### src/rtl/spi_initiator.sv
// SPI mode-0 initiator: shifts a WIDTH-bit word out MSB-first on mosi and captures miso into rx_data.
// Define SPI_LOOPBACK_EN to sample the registered mosi instead of the miso pin (rx_data == tx_data).
module spi_initiator #(
    parameter int WIDTH   = 8,
    parameter int CLK_DIV = 2
) (
    input  logic             clk,
    input  logic             rst_n,
    input  logic             start,
    input  logic [WIDTH-1:0] tx_data,
    output logic             busy,
    output logic             done,
    output logic [WIDTH-1:0] rx_data,
    output logic             sclk,
    output logic             cs_n,
    output logic             mosi,
    input  logic             miso
);

    localparam int DIV_W = (CLK_DIV > 1) ? $clog2(CLK_DIV) : 1;
    localparam int BIT_W = $clog2(WIDTH);
    localparam logic [DIV_W-1:0] DIV_LAST = DIV_W'(CLK_DIV - 1);
    localparam logic [BIT_W-1:0] BIT_LAST = BIT_W'(WIDTH - 1);

    typedef enum logic [1:0] {
        ST_IDLE = 2'd0,
        ST_LOW  = 2'd1,
        ST_HIGH = 2'd2,
        ST_TAIL = 2'd3
    } state_t;

    state_t             state_q;
    logic [DIV_W-1:0]   div_cnt_q;
    logic [BIT_W-1:0]   bit_cnt_q;
    logic [WIDTH-1:0]   tx_sr_q;
    logic [WIDTH-1:0]   rx_sr_q;
    logic [WIDTH-1:0]   rx_data_q;
    logic               busy_q;
    logic               done_q;
    logic               sclk_q;
    logic               cs_n_q;
    logic               mosi_q;
    logic               sample_bit_s;

`ifdef SPI_LOOPBACK_EN
    logic unused_miso_s;
    assign unused_miso_s = miso;
    assign sample_bit_s  = mosi_q;
`else
    assign sample_bit_s  = miso;
`endif

    // Transfer sequencer: every pin output comes straight from a flop.
    always_ff @(posedge clk) begin
        if (!rst_n) begin
            state_q   <= ST_IDLE;
            div_cnt_q <= '0;
            bit_cnt_q <= '0;
            tx_sr_q   <= '0;
            rx_sr_q   <= '0;
            rx_data_q <= '0;
            busy_q    <= 1'b0;
            done_q    <= 1'b0;
            sclk_q    <= 1'b0;
            cs_n_q    <= 1'b1;
            mosi_q    <= 1'b0;
        end else begin
            done_q <= 1'b0;
            case (state_q)
                ST_IDLE: begin
                    if (start) begin
                        tx_sr_q   <= tx_data;
                        bit_cnt_q <= '0;
                        div_cnt_q <= '0;
                        cs_n_q    <= 1'b0;
                        busy_q    <= 1'b1;
                        mosi_q    <= tx_data[WIDTH-1];
                        sclk_q    <= 1'b0;
                        state_q   <= ST_LOW;
                    end else begin
                        state_q   <= ST_IDLE;
                    end
                end
                ST_LOW: begin
                    if (div_cnt_q == DIV_LAST) begin
                        div_cnt_q <= '0;
                        sclk_q    <= 1'b1;
                        rx_sr_q   <= {rx_sr_q[WIDTH-2:0], sample_bit_s};
                        state_q   <= ST_HIGH;
                    end else begin
                        div_cnt_q <= div_cnt_q + DIV_W'(1);
                    end
                end
                ST_HIGH: begin
                    if (div_cnt_q == DIV_LAST) begin
                        div_cnt_q <= '0;
                        sclk_q    <= 1'b0;
                        if (bit_cnt_q == BIT_LAST) begin
                            state_q <= ST_TAIL;
                        end else begin
                            // tx_sr_q[WIDTH-1] is the bit just sent; the next one sits below it.
                            tx_sr_q   <= {tx_sr_q[WIDTH-2:0], 1'b0};
                            mosi_q    <= tx_sr_q[WIDTH-2];
                            bit_cnt_q <= bit_cnt_q + BIT_W'(1);
                            state_q   <= ST_LOW;
                        end
                    end else begin
                        div_cnt_q <= div_cnt_q + DIV_W'(1);
                    end
                end
                ST_TAIL: begin
                    if (div_cnt_q == DIV_LAST) begin
                        div_cnt_q <= '0;
                        cs_n_q    <= 1'b1;
                        busy_q    <= 1'b0;
                        done_q    <= 1'b1;
                        rx_data_q <= rx_sr_q;
                        mosi_q    <= 1'b0;
                        state_q   <= ST_IDLE;
                    end else begin
                        div_cnt_q <= div_cnt_q + DIV_W'(1);
                    end
                end
                default: begin
                    state_q   <= ST_IDLE;
                    div_cnt_q <= '0;
                    bit_cnt_q <= '0;
                    busy_q    <= 1'b0;
                    sclk_q    <= 1'b0;
                    cs_n_q    <= 1'b1;
                    mosi_q    <= 1'b0;
                end
            endcase
        end
    end

    assign busy    = busy_q;
    assign done    = done_q;
    assign rx_data = rx_data_q;
    assign sclk    = sclk_q;
    assign cs_n    = cs_n_q;
    assign mosi    = mosi_q;

endmodule

### config.mk
export PLATFORM = sky130hd
export DESIGN_NAME = spi_initiator
export DESIGN_NICKNAME = d
export VERILOG_FILES = /design/src/rtl/spi_initiator.sv
export SDC_FILE = /design/constraint.sdc
export NUM_CORES = 1
export LEC_CHECK = 0
export CORE_ASPECT_RATIO = 0.9
export CORE_UTILIZATION = 45
export DETAILED_ROUTE_END_ITERATION = 8
export GPL_TIMING_DRIVEN = 0
export PLACE_DENSITY = 0.78
export SLEW_MARGIN = 0
export SYNTH_ARGS = -nofsm -noshare
export SYNTH_HDL_FRONTEND = slang
export SYNTH_SLANG_ARGS = --single-unit
### constraint.sdc
create_clock -name clk -period 5.12 [get_ports clk]
set_input_delay 0.512 -clock clk [delete_from_list [all_inputs] [get_ports clk]]
set_output_delay 0.512 -clock clk [all_outputs]
set_load 0.01 [all_outputs]
==> results.rst, run 1 <==
.. list-table::
   :header-rows: 1

   * - Metric
     - Value
   * - Reg2reg setup slack
     - about 3100 ps
   * - CTS max path bufs
     - 2
   * - Area growth from synthesis to layout
     - 27.6%
   * - Detailed Place HPWL
     - ~2300 µm
   * - Cell count after synthesis
     - between 150 and 200
   * - Number of global-route vias before repair
     - about 1,300
   * - Reported max-cap violation count
     - 0
   * - Final Max Tran Viols
     - 0
   * - Post_cts resized
     - 0
   * - Die Ht
     - about 58 µm
   * - Capture point of the worst reg-to-reg path
     - tx_sr_q[0]
   * - Fraction of layout instances using a drive strength above 1
     - 7.62%
   * - Setup repair after global routing missed its margin
     - no
   * - Number of distinct library cells after synthesis
     - 29
   * - Net total in the final layout
     - 229
   * - First-pass DRT Iterations
     - 4
   * - Critical setup path kind
     - reg2reg
   * - Synthesized area divided by synthesized cell count
     - 8.91 µm²
   * - Total core area
     - ~3400 µm²
   * - Final core occ
     - roughly 60%
   * - Cell breakdown of the critical path
     - inv_1 > ha_1 > buf_6 > and2_4 > a2111oi_4 > buf_6 > o21ai_0
   * - Critical Path RT
     - 5300 ps
   * - Netlist Area Pre-Place
     - 1590 µm²
   * - Crit path time final
     - approximately 2000 ps
   * - Worst path most repeated cell
     - sky130_fd_sc_hd__buf_6
   * - Number of antenna violations at the first check in global routing
     - 0
   * - Arrival time worst endpoint
     - approximately 2200 ps
   * - Post-route clock period utilization
     - between 30% and 40%
   * - Source-to-sink clock delay at the later pin of the worst-skew pair
     - approximately 290 ps
   * - Antenna cells
     - 0
   * - CTS HTree Levels
     - 2
   * - Pleak
     - about 0.8 nW
   * - Initial Util
     - between 40% and 50%
   * - Class of the most critical hold timing path
     - reg2reg
   * - Final setup violating endpoints
     - 0
   * - Hold-fix buffers at CTS
     - 0
   * - Post-synthesis net count
     - just under 200
   * - Relative slew margins
     - between 60% and 70%
   * - Setup Total Neg Slack
     - 0 ps
   * - Library cell contributing the largest single delay on the critical path
     - sky130_fd_sc_hd__a2111oi_4
   * - Proportion of synthesized chip area in sequential cells
     - a little over two fifths
   * - PD cells
     - 472 nW/µm²
   * - Number of nets with antenna violations after routing
     - 0
   * - Total clock buffers created by CTS
     - 5
   * - Highest clock rate
     - between 0.4 and 0.5 GHz
   * - Total number of vias
     - approximately 1,300
   * - Flip-flop and latch count after synthesis
     - 34
   * - Count of input and output buffers
     - 24
   * - Clock transition at the register clock pins on the worst setup and hold paths after CTS
     - ~70 ps
   * - Total grt overflow
     - 0
   * - Global Route Usage Sum
     - 19.9%
   * - Actual slew at the worst max-slew pin
     - approximately 530 ps
   * - Wire length of the first global-routing pass
     - ~5600 µm
   * - Hold worst-path end
     - rx_data[0]
   * - Cells on Worst Hold Path
     - 2
   * - Tot Pwr
     - 0.000955 W
   * - Layout Skew
     - 7.64 ps
   * - Number of core rows
     - 20
   * - Biggest cell delay along the critical path
     - approximately 520 ps
   * - Commonest non-fill, non-tap cells in the layout
     - 36 x sky130_fd_sc_hd__nand2_1, 34 x sky130_fd_sc_hd__dfxtp_1, 24 x sky130_fd_sc_hd__clkdlybuf4s50_1, 17 x sky130_fd_sc_hd__nand3_1, 17 x sky130_fd_sc_hd__a21boi_0
   * - TritonCTS clock tree
     - done
   * - Result of the run
     - finished clean
   * - Die Wd
     - around 65 µm
   * - Routability congestion estimate
     - a little over 0.8
   * - Area enclosed by the die boundary
     - 3770 µm²
   * - Category of the worst setup path capture point
     - register
   * - Total I/O pin count
     - 25
   * - DRC violation count after routing
     - 0
   * - Critical path fanouts, max
     - 10
   * - Final Hold Vio Count
     - 0
   * - DRT Wirelength
     - between 3000 and 4000 µm
   * - Worst ir drop on vdd
     - 299 µV
   * - Largest net degree at the start of global routing
     - 12
   * - Commonest non-fill, non-tap cell in the layout
     - sky130_fd_sc_hd__nand2_1
   * - Reg2reg path depth
     - 7
   * - Number of DRC markers in iteration 0
     - 65
   * - Critical register-to-register path startpoint
     - state_q[0]
   * - Critical Path Source Type
     - register
   * - Average vias per placed instance
     - 5.23
   * - TritonCTS sink count
     - 34
   * - Number of warnings printed during yosys synthesis
     - 0
   * - Start point of the worst hold path
     - rx_data[0]
   * - Number of buffers inserted by post-CTS setup repair
     - 0
   * - Detailed-route wire length per cell
     - around 12 µm
   * - Clk root buf
     - sky130_fd_sc_hd__clkbuf_8
## synth_stat cells (all sizes together)
master / n / area, µm²
a22oi: 1 / 7.51
nor3: 4 / 20.0
o311a: 1 / 10.0
a21boi: 17 / 128
and2: 2 / 15.0
mux2i: 7 / 70.1
nand2b: 2 / 12.5
nand2: 36 / 135
o221ai: 1 / 8.76
a2111oi: 1 / 27.5
nand3: 17 / 85.1
and2b: 1 / 8.76
nor2b: 4 / 25.0
o211ai: 1 / 7.51
o21ai: 6 / 30.0
o211a: 6 / 60.1
a21oi: 4 / 20.0
inv: 5 / 18.8
clkbuf: 7 / 26.3
and3: 1 / 6.26
o22ai: 3 / 18.8
o31ai: 1 / 7.51
buf: 5 / 43.8
nor2: 2 / 7.51
nand4: 1 / 6.26
ha: 8 / 100
dfxtp: 34 / 681
## through the flow
step	cells	hold WS (ps)	cell area, µm²	worst slack, ps
finish	254	461	2020	3090
global route	254	484	2020	2930
CTS	254	469	2020	3080
detailed placement	246	459	1880	3000
global placement	246	453	1880	3010
floorplan	178	436	1590	3320
## routing by layer
| metal | vias up | global-route usage [%] | share of wire, % | wire length (µm) |
|---|---|---|---|---|
| li1 | 684 | - | - | - |
| met1 | 603 | 22.9 | 45 | 1430 |
| met2 | 33 | 34.0 | 48 | 1510 |
| met3 | 8 | 6.78 | 4.6 | 146 |
| met4 | 0 | 8.57 | 2.0 | 63 |
| met5 | - | 0 | 0 | 0 |
## critical path, delay by kind of cell, from the launching register on
kind,cells,cell delay [ps]
compound gates,2,610
buf+inv,3,490
flops,1,420
fa+ha+maj,1,230
simple gates,1,180
## sequential cells by signal, indices dropped and copies added, names as in the netlist
register,count
bit_cnt_q,3
busy,1
cs_n,1
div_cnt_q,1
done,1
mosi,1
rx_data,8
rx_sr_q,8
sclk,1
state_q,2
tx_sr_q,7
## report_power, final
group	internal [W]	leakage, nW	switching [W]
clock	0.000208	0.0714	0.0000990
combinational	0.000138	0.438	0.000170
sequential	0.000311	0.277	0.0000296
## area by class of cell
class | instances | area, µm²
inverter | 5 | 18.8
tap | 44 | 55.1
fill | 306 | 1350
timing repair buffer | 24 | 240
sequential | 34 | 681
buffer | 12 | 70.1
multi-input combinational | 127 | 817
clock inverter | 2 | 60.1
clock buffer | 6 | 82.6
## how the worst max path moves through the flow
stage | slack [ps] | to | from
after floorplan | 3320 | tx_sr_q[0] | state_q[0]
after global routing | 2930 | tx_sr_q[0] | state_q[0]
after CTS | 3080 | tx_sr_q[0] | state_q[0]
after detailed placement | 3000 | tx_sr_q[0] | start
after global placement | 3010 | tx_sr_q[0] | start
final | 3090 | tx_sr_q[0] | state_q[0]
## logic make-up (layout without fill, tap and decap cells)
logic type / Yosys count / count (layout) / synth area share, %
DFF: 34 / 34 / 42.9
muxes: 7 / 7 / 4.42
adders and majority gates: 8 / 8 / 6.31
AOI/OAI and AO/OA: 42 / 42 / 20.5
buffers and inverters: 17 / 49 / 5.60
and+or+nand+nor: 70 / 70 / 20.3
Note: power is estimated with default switching activity, not from simulation.
==> inputs of run 2 (changes only) <==
==> constraint.sdc (replaced) <==
create_clock -name clk -period 1.95 [get_ports clk]
set_input_delay 0.195 -clock clk [delete_from_list [all_inputs] [get_ports clk]]
set_output_delay 0.195 -clock clk [all_outputs]
set_load 0.01 [all_outputs]
==> results.rst, run 2 (same netlist as run 1, synthesis figures left out) <==
.. list-table::
   :header-rows: 1

   * - Metric
     - Value
   * - Result of the run
     - finished clean (unchanged)
   * - Net total in the final layout
     - 230 (was 229)
   * - DRT Wirelength
     - 3150 µm (about the same)
   * - Critical Path Source Type
     - register (unchanged)
   * - Critical path fanouts, max
     - 10 (unchanged)
   * - Detailed-route wire length per cell
     - 12.4 µm (about the same)
   * - Net Switching
     - 0.000786 W (was 0.000299 W)
   * - Post-route clock period utilization
     - 92.9% (was 39.6%)
   * - Commonest non-fill, non-tap cells in the layout
     - 36 x sky130_fd_sc_hd__nand2_1, 33 x sky130_fd_sc_hd__dfxtp_1, 24 x sky130_fd_sc_hd__clkdlybuf4s50_1, 17 x sky130_fd_sc_hd__nand3_1, 17 x sky130_fd_sc_hd__a21boi_0 (was 36 x sky130_fd_sc_hd__nand2_1, 34 x sky130_fd_sc_hd__dfxtp_1, 24 x sky130_fd_sc_hd__clkdlybuf4s50_1, 17 x sky130_fd_sc_hd__nand3_1, 17 x sky130_fd_sc_hd__a21boi_0)
   * - Arrival time worst endpoint
     - 1990 ps (was 2210 ps)
   * - Share of total power in combinational logic
     - 32.9% (was 32.2%)
   * - Wire length of the first global-routing pass
     - 5620 µm (was 5590 µm)
   * - Reg power frac
     - 35.3% (was 35.7%)
   * - Reg2reg path depth
     - 7 (unchanged)
   * - Number of antenna violations at the first check in global routing
     - 0 (unchanged)
   * - Initial Util
     - 47.0% (unchanged)
   * - Source-to-sink clock delay at the later pin of the worst-skew pair
     - 290 ps (about the same)
   * - CTS HTree Levels
     - 2 (unchanged)
   * - DRC violation count after routing
     - 0 (unchanged)
   * - Total grt overflow
     - 0 (unchanged)
   * - Crit path time final
     - 1810 ps (was 2030 ps)
   * - Clk root buf
     - sky130_fd_sc_hd__clkbuf_8 (unchanged)
   * - Number of global-route vias before repair
     - 1,271 (was 1,273)
   * - Commonest non-fill, non-tap cell in the layout
     - sky130_fd_sc_hd__nand2_1 (unchanged)
   * - Worst ir drop on vdd
     - 787 µV (was 299 µV)
   * - Relative slew margins
     - 65.8% (was 64.9%)
   * - Category of the worst setup path capture point
     - register (unchanged)
   * - Reported max-cap violation count
     - 0 (unchanged)
   * - Area enclosed by the die boundary
     - 3770 µm² (unchanged)
   * - Global Route Usage Sum
     - 20.0% (was 19.9%)
   * - CTS max path bufs
     - 2 (unchanged)
   * - Area growth from synthesis to layout
     - 28.2% (was 27.6%)
   * - Final setup violating endpoints
     - 0 (unchanged)
   * - Setup Total Neg Slack
     - 0 ps (unchanged)
   * - Final Hold Slack
     - 461 ps (about the same)
   * - Setup repair after global routing missed its margin
     - no (unchanged)
   * - Total number of vias
     - 1,325 (was 1,328)
   * - Internal power
     - 0.00175 W (was 0.000656 W)
   * - Critical setup path kind
     - reg2reg (unchanged)
   * - Average vias per placed instance
     - 5.20 (was 5.23)
   * - Largest net degree at the start of global routing
     - 12 (unchanged)
   * - Total clock buffers created by CTS
     - 5 (unchanged)
   * - Critical Path RT
     - 2120 ps (was 5300 ps)
   * - Final Hold Vio Count
     - 0 (unchanged)
   * - Count of input and output buffers
     - 24 (unchanged)
   * - Final Max Tran Viols
     - 0 (unchanged)
   * - TritonCTS sink count
     - 34 (unchanged)
   * - Die Ht
     - 58.3 µm (unchanged)
   * - Pleak
     - 0.792 nW (was 0.787 nW)
   * - Clock network power share
     - 31.8% (was 32.1%)
   * - Highest clock rate
     - 0.552 GHz (was 0.493 GHz)
   * - Switching fraction of total power
     - 31.1% (was 31.3%)
   * - Clock transition at the register clock pins on the worst setup and hold paths after CTS
     - 70 ps (about the same)
   * - Layout Skew
     - 7.67 ps (was 7.64 ps)
   * - Actual slew at the worst max-slew pin
     - 512 ps (was 526 ps)
   * - Count of filler cells inserted in the layout
     - 305 (was 306)
   * - TritonCTS clock tree
     - done (unchanged)
   * - First-pass DRT Iterations
     - 4 (unchanged)
   * - Die Wd
     - 64.6 µm (unchanged)
   * - PD cells
     - 1250 nW/µm² (was 472 nW/µm²)
   * - Total I/O pin count
     - 25 (unchanged)
   * - Total core area
     - 3380 µm² (unchanged)
   * - Fraction of layout instances using a drive strength above 1
     - 8.53% (was 7.62%)
   * - Number of DRC markers in iteration 0
     - 68 (was 65)
   * - Cells on Worst Hold Path
     - 2 (unchanged)
   * - Routability congestion estimate
     - 0.813 (unchanged)
   * - Detailed Place HPWL
     - 2250 µm (unchanged)
   * - Class of the most critical hold timing path
     - reg2reg (unchanged)
   * - Number of core rows
     - 20 (unchanged)
   * - Number of nets with antenna violations after routing
     - 0 (unchanged)
   * - Antenna cells
     - 0 (unchanged)
## run 2: power groups by stage
stage | combinational, W | clock [W] | sequential [W]
finish | 0.000834 | 0.000805 | 0.000894
global route | 0.000922 | 0.000853 | 0.000913
CTS | 0.000832 | 0.000821 | 0.000893
detailed placement | 0.000804 | 0 | 0.000908
global placement | 0.000791 | 0 | 0.000902
floorplan | 0.000604 | 0 | 0.000900
## run 2: worst max-delay path: stages (launching register included)
cell	delay, ps
sky130_fd_sc_hd__dfxtp_2	370
sky130_fd_sc_hd__inv_1	100
sky130_fd_sc_hd__ha_1	250
sky130_fd_sc_hd__and2b_2	240
sky130_fd_sc_hd__a2111oi_4	310
sky130_fd_sc_hd__buf_4	200
sky130_fd_sc_hd__buf_6	140
sky130_fd_sc_hd__o21ai_0	80
## run 2: final cells by class
type | count | area, µm² | share of cell area (%)
clock inverters | 2 | 60.1 | 2.95
multi-input cells | 127 | 817 | 40.2
repair buffers | 25 | 248 | 12.2
well taps | 44 | 55.1 | 2.71
flip-flops and latches | 34 | 682 | 33.5
clock buffers | 6 | 82.6 | 4.06
plain buffers | 12 | 70.1 | 3.45
inverters | 5 | 18.8 | 0.923
## run 2: metal layers
metal  track usage [%]  vias up  share of wire, %
met5                 0        -                 0
met4              8.57        0               2.0
met3              6.78        8               4.0
met2              33.7       28                48
met1              23.4      604                46
li1                  -      685                 -
## run 2: timing repair
action	CTS	global route
hold buffers	0	0
buffers inserted	1	0
setup endpoints to repair	10	10
resized for setup	0	1
pin swaps	1	0
## run 2: through the flow
stage	power (W)	worst slack [ps]	utilization, %	area [µm²]	std cells
2_1_floorplan	0.00150	152	-	1590	178
3_3_place_gp	0.00169	-52.4	55.7	1880	246
3_5_place_dp	0.00171	-71.2	55.7	1880	246
4_1_cts	0.00255	66.8	60.1	2030	255
5_1_grt	0.00269	17.4	60.2	2030	255
6_report	0.00253	138	60.2	2030	255
## run 2: final timing paths
| check | start | slack, ps | endpoint |
|---|---|---|---|
| max | state_q[0] | 140 | tx_sr_q[0] |
| min | rx_data[0] | 460 | rx_data[0] |
| max reg2reg | state_q[0] | 140 | tx_sr_q[0] |
| min reg2reg | rx_data[0] | 460 | rx_data[0] |
==> inputs of run 3 (changes only) <==
--- a/config.mk
+++ b/config.mk
@@ -5,6 +5,7 @@
 export SDC_FILE = /design/constraint.sdc
 export NUM_CORES = 1
 export LEC_CHECK = 0
+export ABC_AREA = 1
 export CORE_ASPECT_RATIO = 0.9
 export CORE_UTILIZATION = 45
 export DETAILED_ROUTE_END_ITERATION = 8
==> results.rst, run 3 <==
.. list-table::
   :header-rows: 1

   * - Metric
     - Value
   * - Cell count after synthesis
     - 215 (was 178)
   * - Cell types with the largest area share after synthesis
     - sky130_fd_sc_hd__dfxtp_1 45%, sky130_fd_sc_hd__nor2_1 15%, sky130_fd_sc_hd__nand2_1 12%, sky130_fd_sc_hd__o21ai_0 7.5%, sky130_fd_sc_hd__ha_1 6.6% (was sky130_fd_sc_hd__dfxtp_1 43%, sky130_fd_sc_hd__nand2_1 8.5%, sky130_fd_sc_hd__a21boi_0 8.0%, sky130_fd_sc_hd__ha_1 6.3%, sky130_fd_sc_hd__nand3_1 5.4%)
   * - Count of filler cells inserted in the layout
     - 316 (was 305)
   * - Critical Path Source Type
     - register (unchanged)
   * - Post-route clock period utilization
     - 85.6% (was 92.9%)
   * - Post-synthesis net count
     - 235 (was 198)
   * - First-pass DRT Iterations
     - 4 (unchanged)
   * - Area growth from synthesis to layout
     - 24.8% (was 28.2%)
   * - Number of DRC markers in iteration 0
     - 44 (was 68)
   * - Most common library cells after synthesis
     - 60 x sky130_fd_sc_hd__nor2_1, 50 x sky130_fd_sc_hd__nand2_1, 34 x sky130_fd_sc_hd__dfxtp_1, 23 x sky130_fd_sc_hd__o21ai_0, 12 x sky130_fd_sc_hd__inv_1 (was 36 x sky130_fd_sc_hd__nand2_1, 34 x sky130_fd_sc_hd__dfxtp_1, 17 x sky130_fd_sc_hd__a21boi_0, 17 x sky130_fd_sc_hd__nand3_1, 8 x sky130_fd_sc_hd__ha_1)
   * - PD cells
     - 1260 nW/µm² (was 1250 nW/µm²)
   * - Finished layout cell area
     - 1910 µm² (was 2030 µm²)
   * - Synthesized area divided by synthesized cell count
     - 7.11 µm² (was 8.91 µm²)
   * - DRT Wirelength
     - 3010 µm (was 3150 µm)
   * - Number of global-route vias before repair
     - 1,223 (was 1,271)
   * - Count of placed standard cells including taps
     - 281 (was 246)
   * - Cell breakdown of the critical path
     - inv_1 > ha_1 > buf_4 > inv_1 > nand2_1 > nand2_1 > nor2_1 > a21oi_1 > nor2_1 (was inv_1 > ha_1 > and2b_2 > a2111oi_4 > buf_4 > buf_6 > o21ai_0)
   * - Class of the most critical hold timing path
     - reg2reg (unchanged)
   * - Detailed Place HPWL
     - 2140 µm (was 2250 µm)
   * - Portion of synthesized cell area occupied by the leading cell type
     - 44.6% (was 42.9%)
   * - Internal power
     - 0.00150 W (was 0.00175 W)
   * - CTS HTree Levels
     - 2 (unchanged)
   * - Fraction of layout instances using a drive strength above 1
     - 6.07% (was 8.53%)
   * - Proportion of synthesized chip area in sequential cells
     - 44.6% (was 42.9%)
   * - Setup repair after global routing missed its margin
     - no (unchanged)
   * - Highest clock rate
     - 0.599 GHz (was 0.552 GHz)
   * - Critical setup path kind
     - reg2reg (unchanged)
   * - Flip-flop and latch count after synthesis
     - 34 (unchanged)
   * - Total core area
     - 3140 µm² (was 3380 µm²)
   * - Reg power frac
     - 39.6% (was 35.3%)
   * - Share of total power in combinational logic
     - 39.7% (was 32.9%)
   * - Clock transition at the register clock pins on the worst setup and hold paths after CTS
     - 70 ps (about the same)
   * - Number of core rows
     - 19 (was 20)
   * - Library cell contributing the largest single delay on the critical path
     - sky130_fd_sc_hd__dfxtp_1 (was sky130_fd_sc_hd__dfxtp_2)
   * - TritonCTS clock tree
     - done (unchanged)
   * - Routability congestion estimate
     - 0.831 (was 0.813)
   * - Antenna cells
     - 0 (unchanged)
   * - Clock network power share
     - 20.7% (was 31.8%)
   * - Net Switching
     - 0.000895 W (was 0.000786 W)
   * - Reported max-cap violation count
     - 0 (unchanged)
   * - Source-to-sink clock delay at the later pin of the worst-skew pair
     - 280 ps (was 290 ps)
   * - Post_cts resized
     - 0 (unchanged)
   * - Top FF cell, synth
     - sky130_fd_sc_hd__dfxtp_1 (unchanged)
   * - Most used standard cell by instance count after synthesis
     - sky130_fd_sc_hd__nor2_1 (was sky130_fd_sc_hd__nand2_1)
   * - Netlist Area Pre-Place
     - 1530 µm² (was 1590 µm²)
   * - Detailed-route wire length per cell
     - 10.4 µm (was 12.4 µm)
   * - Total grt overflow
     - 0 (unchanged)
   * - Pleak
     - 0.843 nW (was 0.792 nW)
   * - Worst ir drop on vdd
     - 631 µV (was 787 µV)
   * - Initial Util
     - 48.7% (was 47.0%)
   * - Hold-fix buffers at CTS
     - 0 (unchanged)
   * - Total number of vias
     - 1,383 (was 1,325)
   * - Wire length of the first global-routing pass
     - 5230 µm (was 5620 µm)
   * - Total clock buffers created by CTS
     - 5 (unchanged)
   * - Number of buffers inserted by post-CTS setup repair
     - 0 (was 1)
   * - Number of warnings printed during yosys synthesis
     - 0 (unchanged)
   * - Net total in the final layout
     - 266 (was 230)
   * - Setup Total Neg Slack
     - 0 ps (unchanged)
   * - Die Ht
     - 57.3 µm (was 58.3 µm)
   * - Actual slew at the worst max-slew pin
     - 476 ps (was 512 ps)
   * - Proportion of synthesized flip-flops having asynchronous set or reset
     - 0% (unchanged)
   * - Average vias per placed instance
     - 4.79 (was 5.20)
   * - Area enclosed by the die boundary
     - 3630 µm² (was 3770 µm²)
   * - Final cell count without fillers
     - 289 (was 255)
   * - Clk root buf
     - sky130_fd_sc_hd__clkbuf_8 (unchanged)
   * - Layout Skew
     - 5.50 ps (was 7.67 ps)
   * - DRC violation count after routing
     - 0 (unchanged)
   * - CTS max path bufs
     - 2 (unchanged)
   * - Total I/O pin count
     - 25 (unchanged)
   * - Post-synth EDFFs
     - 0 (unchanged)
   * - Placed Area
     - 1820 µm² (was 1880 µm²)
   * - Synth area leader
     - sky130_fd_sc_hd__dfxtp_1 (unchanged)
   * - Commonest non-fill, non-tap cells in the layout
     - 60 x sky130_fd_sc_hd__nor2_1, 50 x sky130_fd_sc_hd__nand2_1, 34 x sky130_fd_sc_hd__dfxtp_1, 24 x sky130_fd_sc_hd__clkdlybuf4s50_1, 23 x sky130_fd_sc_hd__o21ai_0 (was 36 x sky130_fd_sc_hd__nand2_1, 33 x sky130_fd_sc_hd__dfxtp_1, 24 x sky130_fd_sc_hd__clkdlybuf4s50_1, 17 x sky130_fd_sc_hd__nand3_1, 17 x sky130_fd_sc_hd__a21boi_0)
   * - Critical path fanouts, max
     - 10 (unchanged)
   * - Crit path time final
     - 1670 ps (was 1810 ps)
   * - Result of the run
     - finished clean (unchanged)
   * - Number of distinct library cells after synthesis
     - 19 (was 29)
   * - Final Hold Slack
     - 450 ps (was 461 ps)
   * - TritonCTS sink count
     - 34 (unchanged)
   * - Global Route Usage Sum
     - 18.7% (was 20.0%)
   * - Category of the worst setup path capture point
     - register (unchanged)
   * - Number of nets with antenna violations after routing
     - 0 (unchanged)
   * - Biggest cell delay along the critical path
     - 400 ps (was 370 ps)
   * - Count of input and output buffers
     - 24 (unchanged)
   * - Critical Path RT
     - 2120 ps (about the same)
   * - Commonest non-fill, non-tap cell in the layout
     - sky130_fd_sc_hd__nor2_1 (was sky130_fd_sc_hd__nand2_1)
   * - Switching fraction of total power
     - 37.4% (was 31.1%)
   * - Number of antenna violations at the first check in global routing
     - 0 (unchanged)
   * - Relative slew margins
     - 68.3% (was 65.8%)
   * - Arrival time worst endpoint
     - 1840 ps (was 1990 ps)
   * - Final Max Tran Viols
     - 0 (unchanged)
   * - Final Hold Vio Count
     - 0 (unchanged)
   * - Die Wd
     - 63.4 µm (was 64.6 µm)
   * - Largest net degree at the start of global routing
     - 12 (unchanged)
   * - Final setup violating endpoints
     - 0 (unchanged)
-- run 3: cell types whose count changed after synthesis, sizes merged, moves of 2 or more --
cell and delta:
nor2 +59, o21ai +18, nand2 +16, nand3 -14, a21boi -11, inv +9, mux2i -7, clkbuf -5
o211a -5, nor2b -4, nor3 -4, o22ai -3, and2 -2, nand2b -2
-- run 3: worst max-delay path: cells and delay by family, from the launching register on --
family,cells,cell delay (ps)
flops,1,400
compound gates,1,130
buf+inv,3,520
simple gates,4,270
fa+ha+maj,1,240
-- run 3: kinds of logic (layout without fill, tap and decap cells) --
kind of cell    count (synthesis)  after routing  share of synthesized area [%]
buf+inv                        20             52                           6.14
flops                          34             34                           44.6
compound gates                 36             36                           13.1
fa+ha+maj                       8              8                           6.55
simple gates                  117            117                           29.6
-- run 3: cell type report --
| type | count | area (µm²) | area share, % |
|---|---|---|---|
| clock buffer | 6 | 72.6 | 3.81 |
| tap | 42 | 52.6 | 2.76 |
| timing repair buffer | 24 | 240 | 12.6 |
| clock inverter | 2 | 13.8 | 0.722 |
| sequential | 34 | 681 | 35.7 |
| multi-input combinational | 161 | 753 | 39.5 |
| buffer | 6 | 41.3 | 2.17 |
| inverter | 14 | 52.6 | 2.76 |
-- run 3: through the flow --
stage                     worst slack (ps)  util (%)  power, W
after detailed placement               310      58.0   0.00191
after global placement                 329      58.0   0.00188
after CTS                              269      60.8   0.00241
final                                  282      60.8   0.00240
after global routing                   124      60.8   0.00261
after floorplan                        551         -   0.00166
-- run 3: path summary, 6_finish.rpt --
path	start	depth (start not counted)	slack, ps	to
worst min register to register	cs_n	2	450	cs_n
worst max-delay path	state_q[0]	9	280	mosi
worst min-delay path	cs_n	2	450	cs_n
worst max register to register	state_q[0]	9	280	mosi
-- run 3: per-layer routing --
layer	GRT usage [%]	vias up	part of all wire (%)
met5	0	-	0
met4	7.47	0	0.96
met3	4.80	2	3.3
met2	30.2	21	48
met1	23.8	618	48
li1	-	742	-
-- run 3: power groups by stage --
stage / combinational [W] / clock (W) / sequential, W
detailed placement: 0.000941 / 0 / 0.000966
floorplan: 0.000700 / 0 / 0.000961
finish: 0.000952 / 0.000496 / 0.000949
CTS: 0.000955 / 0.000507 / 0.000950
global route: 0.00109 / 0.000552 / 0.000973
global placement: 0.000921 / 0 / 0.000961
